**src/rtl/sequence_detector_moore.sv**
```systemverilog
// Moore-style serial pattern detector for the bit sequence 1011, oldest bit first.
// detector_out is decoded purely from the state register, so there is no
// combinational path from sequence_in to the flag.
//
// state  | meaning
// -------+-------------------------------------------
// IDLE   | no useful prefix seen
// S1     | last bit seen was 1
// S10    | last bits seen were 10
// S101   | last bits seen were 101
// DET    | 1011 just completed; detector_out is high
//
// OVERLAP=1 lets the tail of a hit seed the next match (DET -> S10 on 0).
// OVERLAP=0 restarts from scratch (DET -> IDLE on 0). In both modes a 1
// after DET goes to S1, because a lone 1 is a fresh prefix either way.

module sequence_detector_moore #(
    parameter bit OVERLAP = 1'b1
) (
    input  logic clock,
    input  logic reset,
    input  logic sequence_in,
    output logic detector_out
);

    localparam logic [2:0] S_IDLE = 3'd0;
    localparam logic [2:0] S_1    = 3'd1;
    localparam logic [2:0] S_10   = 3'd2;
    localparam logic [2:0] S_101  = 3'd3;
    localparam logic [2:0] S_DET  = 3'd4;

    logic [2:0] r_state;
    logic [2:0] w_next_state;

    // State register: asynchronous reset forces IDLE immediately.
    always_ff @(posedge clock or negedge reset) begin
        if (!reset) begin
            r_state <= S_IDLE;
        end else begin
            r_state <= w_next_state;
        end
    end

    // Next-state logic. An X on sequence_in takes the 0 branch rather than
    // producing an X state, and any unused encoding falls back to IDLE.
    always_comb begin
        w_next_state = S_IDLE;
        case (r_state)
            S_IDLE: begin
                if (sequence_in) w_next_state = S_1;
                else             w_next_state = S_IDLE;
            end
            S_1: begin
                if (sequence_in) w_next_state = S_1;
                else             w_next_state = S_10;
            end
            S_10: begin
                if (sequence_in) w_next_state = S_101;
                else             w_next_state = S_IDLE;
            end
            S_101: begin
                if (sequence_in) w_next_state = S_DET;
                else             w_next_state = S_10;
            end
            S_DET: begin
                if (sequence_in)  w_next_state = S_1;
                else if (OVERLAP) w_next_state = S_10;
                else              w_next_state = S_IDLE;
            end
            default: w_next_state = S_IDLE;
        endcase
    end

    // Moore output: decoded from the registered state only.
    always_comb begin
        detector_out = (r_state == S_DET);
    end

endmodule

```
**config.mk**
```make
export PLATFORM = sky130hd
export DESIGN_NAME = sequence_detector_moore
export DESIGN_NICKNAME = d
export VERILOG_FILES = /design/src/rtl/sequence_detector_moore.sv
export SDC_FILE = /design/constraint.sdc
export NUM_CORES = 1
export LEC_CHECK = 0
export ABC_CLOCK_PERIOD_IN_PS = 1100
export BUFFER_PORTS_ARGS = -buffer_cell sky130_fd_sc_hd__buf_4
export CORE_AREA = 5 5 42 44
export DETAILED_ROUTE_END_ITERATION = 6
export DIE_AREA = 0 0 47 49
export GPL_ROUTABILITY_DRIVEN = 0
export PLACE_DENSITY_LB_ADDON = 0.12
export SETUP_SLACK_MARGIN = 0.5
export SYNTH_ARGS = -nofsm -noshare
export SYNTH_HDL_FRONTEND = slang
export SYNTH_SLANG_ARGS = --single-unit
```
**constraint.sdc**
```tcl
create_clock -name clock -period 1.1 [get_ports clock]
set_clock_uncertainty 0.1 [all_clocks]
set_input_delay 0 -clock clock [delete_from_list [all_inputs] [get_ports clock]]
set_output_delay 0 -clock clock [all_outputs]
set_load 0.03 [all_outputs]
```
==> run metrics <==
final hold vios 4; # setup viols final 2; Die X between 40 and 50 um; Post-Syn Nets 15; commonest cells in the netlist dfrtp_1 (3), nor3b_1 (2); area occupied by multi-input gates approximately 80 um^2; count leader, synth dfrtp_1; xor/xnor share of the synthesized area 0%; Core Rows 14; FFs w/ async S/R, synth between 90% and 100%; CP Capture Type output port; top_reg_cell synth dfrtp_1; Post-Synth Simple-Gate Area 38.60%; critical path required time 1.00 ns; largest net degree at the start of global routing 6; power density cells about 1400 nW/um^2; CTS Root Cell clkbuf_4; Rel. slew slack a little over four fifths; synth top area cells dfrtp_1 (53%), nor3b_1 (11%), and4b_2 (7.9%), nor4bb_1 (7.0%), nor4b_1 (6.1%); share of cells above drive strength 1 roughly three fifths; CP Max Fanout 4; Clock Path Buffers 2; Cell variety after synth 9; total grt overflow 0; Min-Delay Path Class primary input to flop; clock transition at the registers of the reported paths 0.03 ns; failing checks negative hold slack, negative setup slack; vias in the first global route between 150 and 200; Fillers around 170; Syn Area/Cell around 12 um^2; CTS H-tree lvls 1; post-synthesis cell area 142.6 um^2; max-cap violations 0; Seq/Total Area, Yosys between 50% and 60%; Register Area around 75 um^2; Pleak 0.1280 nW; Compound-Gate Fraction of Synth Area 8.772%; PortBufs 3; antenna viol nets, final 0; CTS buffer count 3; initial antenna violation count 0; EDFF count, synth 0; Pins Over Slew Limit 0; max FFs per register 3; global-route wire length before repair around 620 um; total track usage 4.296%; WP data arrival between 1 and 1.5 ns; worst setup margin -0.08948 ns; Skew-Pair Late Insertion Delay 0.23 ns; Wirelength per Cell between 8 and 9 um; cells after synthesis 12; main combinational cell family by area after synthesis simple AND/OR/NAND/NOR gates; Final Critical Period 1.189 ns; Layout Nets 29; core footprint 1401 um^2; DR DRC count 0; IO Pins 4; Final period util 108.1%; initial detailed-routing violation count 2; Layout Utilization about a fifth; die area roughly 2300 um^2; Sink Count 3; worst path bufs/invs 2; CTS Hold Bufs 1; max incr delay on CP about 0.38 ns; status complete, but fails checks; Largest Register r_state; CTS tree built; kind of critical path flop to output port; biggest regs r_state x3; Worst VDD drop between 800 and 900 uV; mux contribution to synthesized area 0%; initial core utilization between 10 and 15%; Layout area overhead 99.12%; First-pass DRT Iterations 2; vias per cell about 3.8; routed vias roughly 160; CP max-delay cell dfrtp_1; fmax about 840 MHz; Synth Area in Adders 0%; Worst-Margin Slew roughly 0.22 ns; area leader, netlist dfrtp_1; worst hold slack -0.07651 ns; Cell Chain, Critical Path buf_6 -> nor3b_2 -> buf_4; synth warn 0; critical path startpoint category flop; crit-path leading delay family flip-flops; area fraction of the dominant cell type after synthesis between 50 and 60%; Die H 49 um; Setup WS pre-CTS -0.002609 ns; flops & latches, synth 3; RSZ-0062 raised after global routing true; Pwr Total roughly 0.4 mW; DRT Wirelength 353 um; Antenna diodes 0
-- power breakdown --
part           internal (mW)  switching (mW)
clock network          0.136          0.0577
logic                 0.0510          0.0283
registers              0.120         0.00822
-- cell type report --
cell class | count | area share, %
well taps | 16 | 7.048
clock buffers | 4 | 9.251
flip-flops and latches | 3 | 26.43
multi-input cells | 9 | 28.63
repair buffers | 9 | 28.63
-- placed cells by master, fill, tap and decap left out --
cell type	count
clkbuf_4	3
o21a_1	1
and4b_2	1
buf_4	5
dlygate4sd3_1	1
a21oi_2	1
dfrtp_1	3
clkbuf_1	1
or3_1	1
nor4bb_1	1
nor4b_1	1
buf_6	3
nor3b_2	2
nor2_1	1
-- per-layer routing --
layer | GRT usage (%) | part of all wire [%] | vias up
li1 | - | - | 73
met4 | 2.765 | 0 | 0
met5 | 0 | 0 | -
met2 | 4.977 | 50 | 6
met3 | 4.797 | 7.1 | 0
met1 | 4.396 | 43 | 76
-- cell families after synthesis --
| family | after synthesis |
|---|---|
| DFF | 3 |
| AOI/OAI and AO/OA | 2 |
| and+or+nand+nor | 7 |
-- repair_timing --
item,4_1_cts,5_1_grt
pin swaps,2,1
endpoints found under the hold margin,4,4
endpoints found under the setup margin,4,4
setup buffers,2,0
gates resized for setup,3,1
-- per-stage QoR --
step / setup TNS (ns) / cells / cell area [um^2] / hold WS, ns
after CTS: -0.1815 / 41 / 280.3 / -0.07685
after global routing: -0.2480 / 41 / 284.0 / -0.08147
final: -0.1712 / 41 / 284.0 / -0.07651
after detailed placement: -0.002609 / 34 / 217.7 / -0.3089
after floorplan: -0.03141 / 12 / 152.6 / -0.3956
after global placement: -0.03021 / 34 / 217.7 / -0.3099
-- final timing paths --
path / start / endpoint / slack, ns / cells past startpoint
worst max register to register: r_state[0] / r_state[1] / -0.08 / 3
worst min register to register: r_state[0] / r_state[0] / 0.61 / 3
worst max-delay path: r_state[0] / detector_out / -0.09 / 3
max in group asynchronous: reset / r_state[0] / 0.81 / 2
worst min-delay path: sequence_in / r_state[0] / -0.08 / 2
min in group asynchronous: reset / r_state[1] / -0.01 / 2
(Power assumes the default switching activity.)
